### src/rtl/order_25d_merge_if.sv
// Handshake bundle for order_25d_merge: 25-word frame input channel and merged-word output channel.
// The master modport is the environment; the slave modport is the merge block.
interface order_25d_merge_if #(
   parameter int DSIZE = 8
);
   logic             in_valid;
   logic             in_ready;
   logic [DSIZE-1:0] id00, id01, id02, id03, id04, id05, id06, id07, id08, id09,
                     id10, id11, id12, id13, id14, id15, id16, id17, id18, id19,
                     id20, id21, id22, id23, id24;
   logic [DSIZE-1:0] od;
   logic             out_valid;
   logic             out_ready;
   logic [4:0]       out_idx;
   logic             out_last;

   modport master (
      output in_valid, out_ready,
      output id00, id01, id02, id03, id04, id05, id06, id07, id08, id09,
             id10, id11, id12, id13, id14, id15, id16, id17, id18, id19,
             id20, id21, id22, id23, id24,
      input  in_ready, od, out_valid, out_idx, out_last
   );

   modport slave (
      input  in_valid, out_ready,
      input  id00, id01, id02, id03, id04, id05, id06, id07, id08, id09,
             id10, id11, id12, id13, id14, id15, id16, id17, id18, id19,
             id20, id21, id22, id23, id24,
      output in_ready, od, out_valid, out_idx, out_last
   );
endinterface

### src/rtl/order_25d_merge.sv
// Merges six ascending 4-word groups plus one singleton into a 25-beat ranked stream.
// Define ORDER_25D_MEDIAN_EN to emit only the rank-12 beat (median) instead of the full stream.
module order_25d_merge #(
   parameter int DSIZE = 8
) (
   input logic            clock,
   input logic            rst,
   order_25d_merge_if.slave bus
);
   localparam logic [1:0] IDLE  = 2'd0;
   localparam logic [1:0] MERGE = 2'd1;
   localparam logic [1:0] DRAIN = 2'd2;

   localparam logic [2:0] SEL_SINGLE = 3'd6;
   localparam logic [2:0] SEL_NONE   = 3'd7;

   logic [1:0]                  state_q, state_d;
   logic [5:0][3:0][DSIZE-1:0]  grp_q;
   logic [DSIZE-1:0]            single_q;
   logic [5:0][2:0]             ptr_q, ptr_d;
   logic                        single_done_q, single_done_d;
   logic [4:0]                  rank_q, rank_d;
   logic [DSIZE-1:0]            od_q, od_d;
   logic [4:0]                  idx_q, idx_d;
   logic                        last_q, last_d;
   logic                        valid_q, valid_d;

   logic [24:0][DSIZE-1:0]      frame_in;
   logic                        capture;
   logic                        load;
   logic                        best_found;
   logic [DSIZE-1:0]            best_val;
   logic [2:0]                  best_sel;

   assign frame_in = {bus.id24, bus.id23, bus.id22, bus.id21, bus.id20,
                      bus.id19, bus.id18, bus.id17, bus.id16, bus.id15,
                      bus.id14, bus.id13, bus.id12, bus.id11, bus.id10,
                      bus.id09, bus.id08, bus.id07, bus.id06, bus.id05,
                      bus.id04, bus.id03, bus.id02, bus.id01, bus.id00};

   assign capture = (state_q == IDLE) && bus.in_valid && !rst;
   assign load    = (state_q == MERGE) && (!valid_q || bus.out_ready);

   // NOTE: frame storage carries no reset; capture rewrites every word before any is read.
   always_ff @(posedge clock) begin
      if (capture) begin
         grp_q    <= frame_in[23:0];
         single_q <= frame_in[24];
      end
   end

   // Strict less-than keeps the lowest group on ties; the singleton only wins when strictly smaller.
   always_comb begin
      best_found = 1'b0;
      best_val   = '0;
      best_sel   = SEL_NONE;
      for (int g = 0; g < 6; g++) begin
         if (ptr_q[g] != 3'd4 &&
             (!best_found || grp_q[g][ptr_q[g][1:0]] < best_val)) begin
            best_found = 1'b1;
            best_val   = grp_q[g][ptr_q[g][1:0]];
            best_sel   = 3'(g);
         end
      end
      if (!single_done_q && (!best_found || single_q < best_val)) begin
         best_found = 1'b1;
         best_val   = single_q;
         best_sel   = SEL_SINGLE;
      end
   end

   // NOTE: every next-state signal takes its hold value first, so no path through the case infers a latch.
   always_comb begin
      state_d       = state_q;
      ptr_d         = ptr_q;
      single_done_d = single_done_q;
      rank_d        = rank_q;
      od_d          = od_q;
      idx_d         = idx_q;
      last_d        = last_q;
      valid_d       = valid_q;
      case (state_q)
         IDLE: begin
            if (capture) begin
               state_d       = MERGE;
               ptr_d         = '0;
               single_done_d = 1'b0;
               rank_d        = '0;
            end
         end
         MERGE: begin
            if (load) begin
               if (best_sel == SEL_SINGLE) begin
                  single_done_d = 1'b1;
               end else if (best_sel != SEL_NONE) begin
                  ptr_d[best_sel] = ptr_q[best_sel] + 3'd1;
               end
               rank_d = rank_q + 5'd1;
`ifdef ORDER_25D_MEDIAN_EN
               // Lower ranks are consumed silently; only the median becomes visible.
               if (rank_q == 5'd12) begin
                  valid_d = 1'b1;
                  od_d    = best_val;
                  idx_d   = rank_q;
                  last_d  = 1'b1;
                  state_d = DRAIN;
               end
`else
               valid_d = 1'b1;
               od_d    = best_val;
               idx_d   = rank_q;
               last_d  = (rank_q == 5'd24);
               if (rank_q == 5'd24) begin
                  state_d = DRAIN;
               end
`endif
            end
         end
         DRAIN: begin
            if (bus.out_ready) begin
               valid_d = 1'b0;
               last_d  = 1'b0;
               state_d = IDLE;
            end
         end
         default: state_d = IDLE;
      endcase
   end

   // NOTE: registers use non-blocking assignments so every flop samples pre-edge values.
   always_ff @(posedge clock) begin
      if (rst) begin
         state_q       <= IDLE;
         ptr_q         <= '0;
         single_done_q <= 1'b0;
         rank_q        <= '0;
         od_q          <= '0;
         idx_q         <= '0;
         last_q        <= 1'b0;
         valid_q       <= 1'b0;
      end else begin
         state_q       <= state_d;
         ptr_q         <= ptr_d;
         single_done_q <= single_done_d;
         rank_q        <= rank_d;
         od_q          <= od_d;
         idx_q         <= idx_d;
         last_q        <= last_d;
         valid_q       <= valid_d;
      end
   end

   assign bus.in_ready  = (state_q == IDLE);
   assign bus.od        = od_q;
   assign bus.out_idx   = idx_q;
   assign bus.out_last  = last_q;
   assign bus.out_valid = valid_q;
endmodule

### src/flat_wrapper.sv
// flat-port wrapper written by rule: the top's interface ports become plain ports
module order_25d_merge_flat 
#(
   parameter int DSIZE = 8
)
  (clock, rst, bus_in_valid, bus_out_ready, bus_id00, bus_id01, bus_id02, bus_id03, bus_id04, bus_id05, bus_id06, bus_id07, bus_id08, bus_id09, bus_id10, bus_id11, bus_id12, bus_id13, bus_id14, bus_id15, bus_id16, bus_id17, bus_id18, bus_id19, bus_id20, bus_id21, bus_id22, bus_id23, bus_id24, bus_in_ready, bus_od, bus_out_valid, bus_out_idx, bus_out_last);
  order_25d_merge_if #(.DSIZE(DSIZE)) bus_i ();
  input logic clock;
  input logic rst;
  input wire logic [$bits(bus_i.in_valid)-1:0] bus_in_valid;
  input wire logic [$bits(bus_i.out_ready)-1:0] bus_out_ready;
  input wire logic [$bits(bus_i.id00)-1:0] bus_id00;
  input wire logic [$bits(bus_i.id01)-1:0] bus_id01;
  input wire logic [$bits(bus_i.id02)-1:0] bus_id02;
  input wire logic [$bits(bus_i.id03)-1:0] bus_id03;
  input wire logic [$bits(bus_i.id04)-1:0] bus_id04;
  input wire logic [$bits(bus_i.id05)-1:0] bus_id05;
  input wire logic [$bits(bus_i.id06)-1:0] bus_id06;
  input wire logic [$bits(bus_i.id07)-1:0] bus_id07;
  input wire logic [$bits(bus_i.id08)-1:0] bus_id08;
  input wire logic [$bits(bus_i.id09)-1:0] bus_id09;
  input wire logic [$bits(bus_i.id10)-1:0] bus_id10;
  input wire logic [$bits(bus_i.id11)-1:0] bus_id11;
  input wire logic [$bits(bus_i.id12)-1:0] bus_id12;
  input wire logic [$bits(bus_i.id13)-1:0] bus_id13;
  input wire logic [$bits(bus_i.id14)-1:0] bus_id14;
  input wire logic [$bits(bus_i.id15)-1:0] bus_id15;
  input wire logic [$bits(bus_i.id16)-1:0] bus_id16;
  input wire logic [$bits(bus_i.id17)-1:0] bus_id17;
  input wire logic [$bits(bus_i.id18)-1:0] bus_id18;
  input wire logic [$bits(bus_i.id19)-1:0] bus_id19;
  input wire logic [$bits(bus_i.id20)-1:0] bus_id20;
  input wire logic [$bits(bus_i.id21)-1:0] bus_id21;
  input wire logic [$bits(bus_i.id22)-1:0] bus_id22;
  input wire logic [$bits(bus_i.id23)-1:0] bus_id23;
  input wire logic [$bits(bus_i.id24)-1:0] bus_id24;
  output wire logic [$bits(bus_i.in_ready)-1:0] bus_in_ready;
  output wire logic [$bits(bus_i.od)-1:0] bus_od;
  output wire logic [$bits(bus_i.out_valid)-1:0] bus_out_valid;
  output wire logic [$bits(bus_i.out_idx)-1:0] bus_out_idx;
  output wire logic [$bits(bus_i.out_last)-1:0] bus_out_last;
  assign bus_i.in_valid = bus_in_valid;
  assign bus_i.out_ready = bus_out_ready;
  assign bus_i.id00 = bus_id00;
  assign bus_i.id01 = bus_id01;
  assign bus_i.id02 = bus_id02;
  assign bus_i.id03 = bus_id03;
  assign bus_i.id04 = bus_id04;
  assign bus_i.id05 = bus_id05;
  assign bus_i.id06 = bus_id06;
  assign bus_i.id07 = bus_id07;
  assign bus_i.id08 = bus_id08;
  assign bus_i.id09 = bus_id09;
  assign bus_i.id10 = bus_id10;
  assign bus_i.id11 = bus_id11;
  assign bus_i.id12 = bus_id12;
  assign bus_i.id13 = bus_id13;
  assign bus_i.id14 = bus_id14;
  assign bus_i.id15 = bus_id15;
  assign bus_i.id16 = bus_id16;
  assign bus_i.id17 = bus_id17;
  assign bus_i.id18 = bus_id18;
  assign bus_i.id19 = bus_id19;
  assign bus_i.id20 = bus_id20;
  assign bus_i.id21 = bus_id21;
  assign bus_i.id22 = bus_id22;
  assign bus_i.id23 = bus_id23;
  assign bus_i.id24 = bus_id24;
  assign bus_in_ready = bus_i.in_ready;
  assign bus_od = bus_i.od;
  assign bus_out_valid = bus_i.out_valid;
  assign bus_out_idx = bus_i.out_idx;
  assign bus_out_last = bus_i.out_last;
  order_25d_merge #(.DSIZE(DSIZE)) u_core (.clock(clock), .rst(rst), .bus(bus_i));
endmodule
### config.mk
export PLATFORM = sky130hd
export DESIGN_NAME = order_25d_merge_flat
export DESIGN_NICKNAME = d
export VERILOG_FILES = /design/src/rtl/order_25d_merge_if.sv /design/src/rtl/order_25d_merge.sv /design/src/flat_wrapper.sv
export SDC_FILE = /design/constraint.sdc
export NUM_CORES = 1
export LEC_CHECK = 0
export CELL_PAD_IN_SITES_DETAIL_PLACEMENT = 1
export CELL_PAD_IN_SITES_GLOBAL_PLACEMENT = 2
export CORE_AREA = 2 2 140 278
export DETAILED_ROUTE_END_ITERATION = 8
export DIE_AREA = 0 0 142 280
export HOLD_SLACK_MARGIN = 0.02
export PLACE_DENSITY_LB_ADDON = 0.1
export SYNTH_ARGS = -nofsm -noshare
export SYNTH_HDL_FRONTEND = slang
export SYNTH_SLANG_ARGS = --single-unit
### constraint.sdc
create_clock -name clock -period 18.2 [get_ports clock]
set_input_delay 3.64 -clock clock [delete_from_list [all_inputs] [get_ports clock]]
set_output_delay 3.64 -clock clock [all_outputs]
set_load 0.02 [all_outputs]
; After elaboration in Yosys (flattened, before gate mapping)
; Cells that the tools add are included.
[classes]
n_mux = 59
n_shift = 0
addsub = 2
n_bitwise = 0
n_reduce_logical = 35
magnitude_cmp = 14
div = 0
n_eq_ne = 18
mul = 0
[op_table]
columns = op, count
row1 = $mux 8, 13
row2 = $bmux 8 s2, 6
row3 = $mux 18, 4
row4 = $lt 8x8->1, 6
row5 = $pmux 18 s2, 1
row6 = $mux 3, 9
row7 = $ne 3x3->1 const B, 7
row8 = $bwmux 18, 1
row9 = $lt 2x3->1 const B, 6
row10 = $mux 1, 12
row11 = $logic_and 1x1->1, 10
row12 = $mux 5, 2
row13 = $ne 2x2->1 const B, 5
row14 = $pmux 5 s2, 1
row15 = $bmux 3 s3, 1
row16 = $demux 3 s3, 1
row17 = $logic_not 1->1, 9
row18 = $mux 2, 4
row19 = $reduce_and 4->1, 2
row20 = $logic_or 1x1->1, 7
row21 = $pmux 1 s2, 3
row22 = $pmux 2 s3, 1
row23 = $reduce_and 3->1, 2
row24 = $add 5x1->5 const B, 1
row25 = 12 further kinds, 14
[totals]
latch_bits = 0
reg_bits = 241
output_inout_bits = 16
wordCells = 166
mem_count = 0
ram_bits = 0
rom_bits = 0

; Depth between registers and ports, before layout
[depth]
depth_word = 36
mapped_depth = 67
ltp_nobuf = 60

; Least setup slack after synthesis
; OpenSTA, ideal clock, no wires.
[synth_path]
kind = register to register
start = register u_core.ptr_q[1] (netlist bit)
end = register u_core.ptr_q[10] (netlist bit)
setup_time_ps = 117
arrival_ps = 13186
path_stages_with_launch = 62
path_slack_ps = 4896
synth_period_minus_slack_ps = 13304
path_buffers = 6
cell_sequence = dfxtp_1 -> buf_4 -> buf_1 -> a221oi_1 -> a21oi_1 -> inv_1 -> ha_1 -> a211o_1 -> nor4b_2 -> nor3_2 -> nor3_2 -> mux2_2 -> inv_1 -> ha_1 -> a21oi_1 -> o21ai_0 -> nor3_1 -> nand2b_1 -> (+26 left out) -> nor2_1 -> a21oi_1 -> ha_1 -> a21o_1 -> a21o_1 -> a221oi_1 -> o21ba_2 -> nand4_1 -> o31ai_1 -> nor2_1 -> nand3b_1 -> nor2_1 -> a21oi_1 -> o21ai_0 -> ha_1 -> nand2_1 -> nor2_1 -> a32o_1
[synth_via]
elab_chain_cells = 36
word_cells_on_any_way = 64
classes_between = 1 x add/sub / 8 x order compare / 5 x eq/ne / 30 x mux / 20 x reduce/logical
[synth_rtl]
columns = element, line
row1 = "start, declared", order_25d_merge.sv:20  ; logic [5:0][2:0] ptr_q, ptr_d;
row2 = "start signal, assigned", order_25d_merge.sv:143  ; ptr_q <= ptr_d;
row3 = branches (longest 36 deep; another with $lt 8x8->1), --
; Parallel ways; which one is timed is not known. The select of a mux whose other input is x is not followed.
; A chain may end at the register's enable or synchronous reset.

; Worst setup path in the final report
[layout_path]
start = register u_core.ptr_q[1] (netlist bit)
end = register u_core.ptr_q[4] (netlist bit)
; Same word-level chain as after synthesis.

==> results.py <==
metrics = {
    "outcome": {
        "outcome": "complete, no violations",
    },
    "timing": {
        "period_needed_ns": 16.28,
        "setup_viol": 0,
        "grt_setup_unrepaired": "no",
        "whs_ns": 0.449,
        "final.setup.tns_ns": 0,
        "clock_skew_ns": 0.0122,
        "tightest_slew_ns": 1.03,
        "slew_headroom": 0.313,
        "finalCritPeriodShare": 0.895,
        "hold_violations": 0,
        "clock.fmax_mhz": 61.4,
        "slew_violations": 0,
    },
    "detailed_routing": {
        "routed-via-count": 7337,
        "via_per_inst": 4.94,
        "drtIter0Drc": 228,
        "drc": 0,
        "post_drt_wl_per_cell_um": 22.6,
        "drt_pass1_iterations": 4,
        "drt.antenna.violating_nets": 0,
        "finalWirelength_um": 33500,
    },
    "final_layout": {
        "n_fill_cell": 3938,
        "area_growth_pct": 31.3,
        "diodes": 0,
        "instances_no_fill": 1484,
        "drive_above_1_share": 0.123,
        "nets": 1253,
    },
    "cts": {
        "clockBufferDepth": 3,
        "htreeDepth": 1,
        "cts.clk_slew.worst_paths_ns": 0.06,
        "cts-root-buf": "clkbuf_16",
        "cts_tree": "done",
        "ctsResizeCount": 0,
        "cts_buffers": 25,
        "ctsHoldBuffers": 0,
        "post-cts-setup-buffers": 0,
        "cts_num_sinks": 241,
        "clk_latency_ns": 0.54,
    },
    "worst_setup_path": {
        "cpMaxStageDelayCell": "dfxtp_1",
        "critical_path_required_ns": 18.66,
        "r2r_end": "u_core.ptr_q[4]$_SDFFE_PP0P_",
        "setup.worst_path.start_class": "flip-flop",
        "rr_startpoint": "u_core.ptr_q[1]$_SDFFE_PP0P_",
        "crit_path_end_kind": "flip-flop",
        "critPathMaxFanout": 22,
        "cpMostUsedCell": "ha_1",
        "slowest_delay_ns": 0.91,
        "worstRegToRegCells": 60,
        "cp.arrival_ns": 16.74,
        "crit_type": "flip-flop to flip-flop",
        "rrSetupSlack_ns": 1.92,
    },
    "pwr": {
        "ir_worst_vdd_v": 0.0000788,
        "leakage_uw": 0.00496,
        "power_density_nw_per_um2": 140,
        "power_uw": 2040,
    },
    "synthesis": {
        "syn_nets": 1028,
        "synth.cell_area_sq_um": 11100,
        "synth_edf_count": 200,
        "synthFlopType": "edfxtp_1",
        "synth_cell_types": 68,
        "ys_ff_latch": 241,
        "ys_seq_area_frac": 0.614,
        "syn_area_per_cell_sq_um": 14.3,
        "yosys_warnings": 0,
        "async_flop_share": 0,
        "syn_inst": 779,
    },
    "grt": {
        "grt.overflow.total": 0,
        "antenna_found_initial": 0,
        "grt_max_degree": 81,
        "grt_pass1_vias": 8201,
        "track_usage": 0.169,
        "grt_pass1_wl_um": 49400,
    },
    "min_path": {
        "whs_path_depth": 2,
        "min_from": "u_core.ptr_q[17]$_SDFFE_PP0P_",
        "min_to": "u_core.ptr_q[17]$_SDFFE_PP0P_",
        "min_path_type": "flip-flop to flip-flop",
    },
    "placed_design": {
        "place.detailed.hpwl_um": 26600,
        "port_buffers": 219,
        "place.gp.congestion": 0.807,
        "dp.cells": 1440,
    },
    "job": {
        "drv_cap": 0,
    },
    "die": {
        "die_area_sq_um": 39800,
        "core_sq_um": 37800,
        "row_count": 101,
        "pin_count": 220,
        "chipWidth_um": 142,
        "die_height_um": 280,
        "initial_core_util": 0.294,
    },
}
-- worst max-delay path by stage --
stage	startpoint	to	slack, ns	depth (start not counted)
2_1_floorplan	u_core.ptr_q[1]$_SDFFE_PP0P_	u_core.ptr_q[10]$_SDFFE_PP0P_	4.90	61
3_3_place_gp	u_core.ptr_q[1]$_SDFFE_PP0P_	u_core.ptr_q[4]$_SDFFE_PP0P_	2.14	58
3_5_place_dp	u_core.ptr_q[1]$_SDFFE_PP0P_	u_core.ptr_q[4]$_SDFFE_PP0P_	1.74	59
4_1_cts	u_core.ptr_q[1]$_SDFFE_PP0P_	u_core.ptr_q[4]$_SDFFE_PP0P_	1.71	59
5_1_grt	u_core.ptr_q[1]$_SDFFE_PP0P_	u_core.ptr_q[4]$_SDFFE_PP0P_	0.16	60
6_report	u_core.ptr_q[1]$_SDFFE_PP0P_	u_core.ptr_q[4]$_SDFFE_PP0P_	1.92	60
-- critical path, delay by kind of cell, from the launching register on --
kind	cells	cell delay (ns)
simple gates	19	4.63
flops	1	0.91
compound gates	24	6.49
mux	3	1.16
fa+ha+maj	7	1.85
buf+inv	7	1.17
-- sequential cells by signal, summed over array words and instances (netlist names) --
register and flops:
u_core.rank_q 5, u_core.bus.out_last 1, u_core.state_q 2, u_core.grp_q 192, u_core.ptr_q 18, u_core.single_q 8, u_core.bus.out_valid 1, u_core.bus.od 8
u_core.bus.out_idx 5, u_core.single_done_q 1
-- synthesized netlist by cell type (3+ instances only) --
library cell  count  area, sq um
nand3_1          12         60.1
a2111oi_0         3         26.3
o21ai_0          24          120
dfxtp_1          41          821
o22ai_1           5         31.3
o2bb2ai_1         5         43.8
edfxtp_1        200         6010
nor3_1            9         45.0
buf_1             3         11.3
buf_6             4         45.0
a211oi_1          4         30.0
a32o_1            8         80.1
mux2_2           10          113
nand2b_1         12         75.1
a21oi_1          49          245
a31oi_1           8         50.1
nand4_1          10         62.6
or3b_2            3         26.3
or3_1             3         18.8
o21a_1            6         45.0
o211ai_1          6         45.0
o31ai_1           9         67.6
a21o_1            6         45.0
o21ai_1           3         15.0
nand2_1          55          206
nand3b_1          3         22.5
a221oi_1          9         78.8
xor2_1            3         26.3
and4_1            5         43.8
nor2_1           46          173
clkbuf_1         19         71.3
inv_1            31          116
or2_2             3         18.8
nor3_2            4         40.0
mux4_2           41          923
a22o_1            4         35.0
ha_1             45          563
a211o_1           3         26.3
mux2i_1          24          240
buf_4             4         30.0
-- cell usage in the layout, fill, tap and decap left out, drive strengths merged, types with 4 or more instances in the layout --
master	n
o22ai	6
mux2	10
xor2	4
and4	5
a32o	8
clkinv	10
a2111oi	4
clkdlybuf4s50	219
inv	31
mux2i	24
o21a	6
mux4	41
o31ai	10
a21o	6
a221oi	9
o2bb2ai	5
o211ai	6
clkbuf	30
a21oi	49
nand2	55
buf	13
nand3	12
dfxtp	41
ha	45
o21ai	28
a211oi	6
a31oi	8
nand2b	12
edfxtp	200
a22o	4
nand4	10
or3	5
nor2	48
nor3	13
-- stage by stage --
| stage | area (sq um) | utilization | worst slack [ns] |
|---|---|---|---|
| 6_report | 14600 | 0.386 | 1.92 |
| 3_3_place_gp | 13800 | 0.366 | 2.14 |
| 3_5_place_dp | 13800 | 0.366 | 1.74 |
| 5_1_grt | 14600 | 0.386 | 0.162 |
| 4_1_cts | 14600 | 0.386 | 1.71 |
| 2_1_floorplan | 11100 | - | 4.90 |
-- report_power, final --
| part | internal (uW) | switching [uW] |
|---|---|---|
| Combinational | 346 | 533 |
| Clock | 293 | 213 |
| Sequential | 632 | 22.3 |
-- layer usage --
| metal | global-route usage | vias up | part of all wire |
|---|---|---|---|
| met1 | 0.150 | 3617 | 0.31 |
| met5 | 0 | - | 0 |
| met3 | 0.0212 | 48 | 0.033 |
| li1 | - | 3504 | - |
| met2 | 0.369 | 168 | 0.63 |
| met4 | 0.0585 | 0 | 0.032 |
-- final cells by class --
cell class	count	area, sq um	share of cell area
repair buffers	232	2290	0.157
clock inverters	14	139	0.00951
well taps	463	579	0.0397
flip-flops and latches	241	6830	0.468
inverters	31	116	0.00797
clock buffers	30	644	0.0441
multi-input cells	473	4000	0.274
-- kinds of logic (layout without fill, tap and decap cells) --
kind of cell             Yosys count  in the layout  synth area share
flip-flops                       241            241             0.614
adder cells (fa/ha/maj)           45             45            0.0506
XOR/XNOR                           4              4           0.00383
multiplexers                      75             75             0.115
buffers and inverters             65            307            0.0269
AO/OA/AOI/OAI                    165            165             0.103
AND/OR/NAND/NOR                  184            184            0.0863
No activity file was read; power rests on OpenSTA's default activity.
